<file path="src/rtl/alu_arb_pkg.sv">
// alu_arb_pkg: FSM state encoding, default operand widths and ALU flag bit positions
package alu_arb_pkg;
  typedef enum logic [1:0] {IDLE, EXEC, RESP} state_e;
  localparam int A_W_DEF = 4;
  localparam int B_W_DEF = 2;
  localparam int SEL_W_DEF = 2;
  localparam int FLAG_Z = 0;
  localparam int FLAG_N = 1;
  localparam int FLAG_C = 2;
  localparam int FLAG_V = 3;
endpackage

</file>
<file path="src/rtl/alu_arb_picker.sv">
// alu_arb_picker: one-hot grant between two requesters; a tie goes to req0 when last_i is 1, else req1
module alu_arb_picker (
  input  logic [1:0] valid_i,
  input  logic       last_i,
  output logic [1:0] grant_o
);
  assign grant_o[0] = valid_i[0] & (~valid_i[1] | last_i);
  assign grant_o[1] = valid_i[1] & (~valid_i[0] | ~last_i);
endmodule

</file>
<file path="src/rtl/alu_arbiter.sv">
// alu_arbiter: two requesters share one ALU through an IDLE/EXEC/RESP handshake FSM.
// Define ALU_ARB_ROUND_ROBIN_EN for round-robin ties; otherwise req0 always wins ties.
module alu_arbiter
  import alu_arb_pkg::*;
#(
  parameter int A_W   = A_W_DEF,
  parameter int B_W   = B_W_DEF,
  parameter int SEL_W = SEL_W_DEF
) (
  input  logic             clk,
  input  logic             rst_n,
  input  logic             req0_valid,
  output logic             req0_ready,
  input  logic [A_W-1:0]   req0_a,
  input  logic [B_W-1:0]   req0_b,
  input  logic [SEL_W-1:0] req0_sel,
  input  logic             req1_valid,
  output logic             req1_ready,
  input  logic [A_W-1:0]   req1_a,
  input  logic [B_W-1:0]   req1_b,
  input  logic [SEL_W-1:0] req1_sel,
  output logic [A_W-1:0]   alu_a,
  output logic [B_W-1:0]   alu_b,
  output logic [SEL_W-1:0] alu_sel,
  input  logic [A_W-1:0]   alu_y,
  input  logic [3:0]       alu_flags,
  output logic             rsp_valid,
  input  logic             rsp_ready,
  output logic             rsp_id,
  output logic [A_W-1:0]   rsp_y,
  output logic [3:0]       rsp_flags,
  output logic             busy
);
  state_e state_q, state_d;
  logic [A_W-1:0] a_q, y_q;
  logic [B_W-1:0] b_q;
  logic [SEL_W-1:0] sel_q;
  logic [3:0] flags_q;
  logic id_q, last, xfer;
  logic [1:0] grant;

`ifdef ALU_ARB_ROUND_ROBIN_EN
  logic last_q;
  always_ff @(posedge clk or negedge rst_n)
    if (!rst_n) last_q <= 1'b1;
    else if (xfer) last_q <= grant[1];
  assign last = last_q;
`else
  assign last = 1'b1;
`endif

  alu_arb_picker u_picker (
    .valid_i ({req1_valid, req0_valid}),
    .last_i  (last),
    .grant_o (grant)
  );

  assign req0_ready = (state_q == IDLE) & grant[0];
  assign req1_ready = (state_q == IDLE) & grant[1];
  assign xfer = req0_ready | req1_ready;

  always_comb begin
    state_d = state_q;
    state_d = (state_q == IDLE) ? (xfer ? EXEC : IDLE) :
              (state_q == EXEC) ? RESP : (rsp_ready ? IDLE : RESP);
  end

  always_ff @(posedge clk or negedge rst_n)
    if (!rst_n) begin
      state_q <= IDLE;
      a_q     <= '0;
      b_q     <= '0;
      sel_q   <= '0;
      id_q    <= 1'b0;
      y_q     <= '0;
      flags_q <= '0;
    end else begin
      state_q <= state_d;
      if (xfer) begin
        a_q   <= req1_ready ? req1_a : req0_a;
        b_q   <= req1_ready ? req1_b : req0_b;
        sel_q <= req1_ready ? req1_sel : req0_sel;
        id_q  <= req1_ready;
      end
      if (state_q == EXEC) begin
        y_q     <= alu_y;
        flags_q <= alu_flags;
      end
    end

  assign alu_a     = a_q;
  assign alu_b     = b_q;
  assign alu_sel   = sel_q;
  assign rsp_valid = state_q == RESP;
  assign rsp_id    = id_q;
  assign rsp_y     = y_q;
  assign rsp_flags = flags_q;
  assign busy      = state_q != IDLE;
endmodule
</file>
<file path="config.mk">
export PLATFORM = sky130hd
export DESIGN_NAME = alu_arbiter
export DESIGN_NICKNAME = d
export VERILOG_FILES = /design/src/rtl/alu_arb_pkg.sv /design/src/rtl/alu_arb_picker.sv /design/src/rtl/alu_arbiter.sv
export SDC_FILE = /design/constraint.sdc
export NUM_CORES = 1
export LEC_CHECK = 0
export CORE_MARGIN = 2
export CORE_UTILIZATION = 37
export DETAILED_ROUTE_END_ITERATION = 10
export PLACE_DENSITY_LB_ADDON = 0.1
export SYNTH_ARGS = -nofsm -noshare
export SYNTH_HDL_FRONTEND = slang
export SYNTH_HIERARCHICAL = 1
export SYNTH_SLANG_ARGS = --single-unit
export TNS_END_PERCENT = 30
</file>
<file path="constraint.sdc">
create_clock -name clk -period 1.5 [get_ports clk]
set_clock_uncertainty 0.15 [all_clocks]
set_input_delay 0.45 -clock clk [delete_from_list [all_inputs] [get_ports clk]]
set_output_delay 0.45 -clock clk [all_outputs]
set_load 0.01 [all_outputs]
</file>
==> impl_results.md, run 1 <==
* Status: finished with violations
* Failing checks: setup timing
* Setup WS post-layout at -0.3074 ns
* EDFF count, synth at 0
* CTS tree: yes
* Crit share post-route at 120.5%
* Vias at between 700 and 800
* Synth area leaders: dfrtp_1, mux2_2, mux2_4
* Synth Register Bits at 19
* Yosys top cell by area: dfrtp_1
* PnR Total Power at 0.002644 W
* First-pass GRT wire length at around 3400 um
* RSZ-0062 raised after global routing: true
* Final Max Tran Viols at 0
* Max Cap Violations at 0
* Placed Instance Area at 1486 sq um
* Count of different cell masters after synthesis at 17
* Synth Flop Type: dfrtp_1
* Clk_lat worst skew at slightly below 0.3 ns
* H-tree levels at 1
* # diodes at 0
* Final net count at 158
* Largest net degree at the start of global routing at 20
* Final Hold Vio Count at 0
* Chip width at around 53 um
* Syn. warnings at 6
* Core ar. at between 2000 and 2500 sq um
* Cell area after layout at about 1600 sq um
* Clock Path Buffers at 2
* Pwr Density at about 1700 nW/um^2
* Final HPWL DP at roughly 1400 um
* Vias in the first global route at between 700 and 800
* Multi-input combinational cell area at about 400 sq um
* Synth top area share at approximately 54%
* Crit path capture type: output port
* Worst-path fanout max at 2
* GR Util All Layers at between 10% and 20%
* Starting density of the core at between 30 and 40%
* Crit path DAT at ~1.2 ns
* Non-Filler Instances at 156
* FFs w/ async S/R, synth at 100.0%
* Cell Count Post-Placement at ~140
* Cell Area, Synth at approximately 880 sq um
* Required time worst endpoint at approximately 0.9 ns
* Min Tclk post-route at between 1.5 and 2 ns
* Syn Inst Count at 60
* Clk slew on worst S/H paths at ~0.11 ns
* Chip Height at approximately 53 um
* Routed Antenna Nets at 0
* FP Rows at 17
* DRC at 0
* FMAX at 553.3 MHz
* CP Launch Type: flip-flop
* Leakage Power at 0.7459 nW
* GRT overflow at 0
* CTS Root Cell: clkbuf_4
* I/O Pins at 50
* Register area share after synthesis at between 50% and 60%
* Cell with the most instances after synthesis: dfrtp_1
* Clock Sinks at 19
* Hold Path Class: in2async
* Final GP Congestion at slightly below 0.7
* Layout fillers at roughly 170
* Crit Path Category: reg2out
* Share of cells above drive strength 1 at between 50% and 60%
* Die area at 2794 sq um
* Port Buffers at between 40 and 50
* Reg area at around 480 sq um
* Post-synth top cells: dfrtp_1, mux2_2, mux2_4
* WL per Instance at between 10 and 15 um
* Mean Syn Cell Area at 14.72 sq um
* DR iter-0 viols at 1
* Inserted Clock Buffers at 3
* Maximum VDD drop at ~1100 uV
* Area Overhead vs Synth at 76.06%
* Initial antenna violation count at 0
* WL final at 2084 um
* Vias per Instance at between 4 and 5
* Hold-fix buffers at CTS at 0
* Final Setup Violations at 12
* Drt pass-1 iters at 2
[repair_timing]
item / 4_1_cts / 5_1_grt
setup endpoints to repair: 30 / 12
setup buffers: 7 / 1
resized for setup: 106 / 1
pin swaps: 3 / 1
gates cloned: 2 / 0
[cell type report]
cell class | count | share of cell area, %
clock inverter | 1 | 0.3218
tap | 28 | 2.253
inverter | 3 | 0.7241
timing repair buffer | 66 | 39.02
multi-input combinational | 36 | 25.66
clock buffer | 3 | 1.448
sequential | 19 | 30.57
[per-layer routing]
layer / global-route usage, % / vias to the layer above / routed length, um
li1: - / 339 / -
met5: 0 / - / 0
met2: 31.04 / 21 / 1142
met4: 7.692 / 0 / 10
met1: 20.48 / 343 / 856
met3: 2.542 / 2 / 73
[critical path, cell delays in order (launching register included)]
cell     delay, ns
dfrtp_1       0.41
nor2_2        0.13
buf_4         0.13
and2_4        0.14
buf_6         0.09
[power breakdown]
| part | switching (W) | internal [W] |
|---|---|---|
| registers | 0.000130 | 0.000774 |
| logic | 0.000557 | 0.000926 |
| clock network | 0.000159 | 0.0000992 |
| total | 0.000846 | 0.00180 |
[cell usage in the layout, fill, tap and decap left out]
cell type / synthesis / layout
dfrtp_1: 19 / 19
a21boi_2: 0 / 1
o21a_4: 0 / 1
inv_1: 3 / 2
clkinv_2: 0 / 1
clkbuf_4: 0 / 3
nand2_2: 0 / 1
conb_1: 1 / 2
a21boi_4: 0 / 1
a21o_1: 1 / 1
buf_4: 0 / 8
buf_2: 1 / 20
clkdlybuf4s50_1: 0 / 26
a21oi_1: 1 / 1
buf_16: 0 / 1
mux2_4: 8 / 8
nor2_2: 1 / 1
nand2b_1: 1 / 1
mux2_2: 16 / 16
buf_12: 0 / 4
buf_6: 2 / 7
nor2b_1: 1 / 1
inv_2: 0 / 1
and2_4: 0 / 1
[through the flow]
| stage | setup TNS, ns | utilization (%) | setup WS (ns) | hold slack [ns] |
|---|---|---|---|---|
| after floorplan | -0.7140 | - | -0.08835 | 0.004409 |
| after global placement | -8.046 | 66.55 | -0.8875 | 0.3183 |
| after detailed placement | -8.437 | 66.55 | -0.9474 | 0.3225 |
| after CTS | -1.771 | 69.19 | -0.3229 | 0.3282 |
| after global routing | -2.376 | 69.64 | -0.3642 | 0.3231 |
| final | -1.717 | 69.64 | -0.3074 | 0.3294 |
[final timing paths]
path | start | to | slack (ns) | depth (start not counted)
worst max-delay path | state_q[1]$_DFF_PN0_ | req1_ready | -0.31 | 4
worst min-delay path | rst_n | alu_a[2]$_DFFE_PN0P_ | 0.33 | 2
worst max register to register | state_q[1]$_DFF_PN0_ | alu_b[1]$_DFFE_PN0P_ | -0.10 | 6
worst min register to register | rsp_id$_DFFE_PN0P_ | rsp_id$_DFFE_PN0P_ | 0.36 | 1
max in group asynchronous | rst_n | rsp_flags[0]$_DFFE_PN0N_ | 0.74 | 2
min in group clk | rsp_id$_DFFE_PN0P_ | rsp_id$_DFFE_PN0P_ | 0.36 | 1
[cells by family (layout without fill, tap and decap cells)]
logic type / after synthesis / count (layout) / share of synthesized area, %
other: 1 / 2 / 0.4245
flip-flops: 19 / 19 / 53.82
buffers and inverters: 6 / 73 / 4.390
AND/OR/NAND/NOR: 5 / 5 / 3.401
AO/OA/AOI/OAI: 5 / 5 / 3.967
multiplexers: 24 / 24 / 33.99
[state kept, by name (all words and copies together) (netlist names)]
signal     cells
alu_a          4
rsp_id         1
alu_b          2
state_q        2
alu_sel        2
rsp_flags      4
rsp_y          4
(Power assumes the default switching activity.)
==> inputs of run 2 (changes only) <==
--- a/config.mk
+++ b/config.mk
@@ -5,6 +5,7 @@
 export SDC_FILE = /design/constraint.sdc
 export NUM_CORES = 1
 export LEC_CHECK = 0
+export ABC_CLOCK_PERIOD_IN_PS = 1500
 export CORE_MARGIN = 2
 export CORE_UTILIZATION = 37
 export DETAILED_ROUTE_END_ITERATION = 10
==> results of run 2 <==
The final DEF is identical to that of run 1; final timing and power are the same.
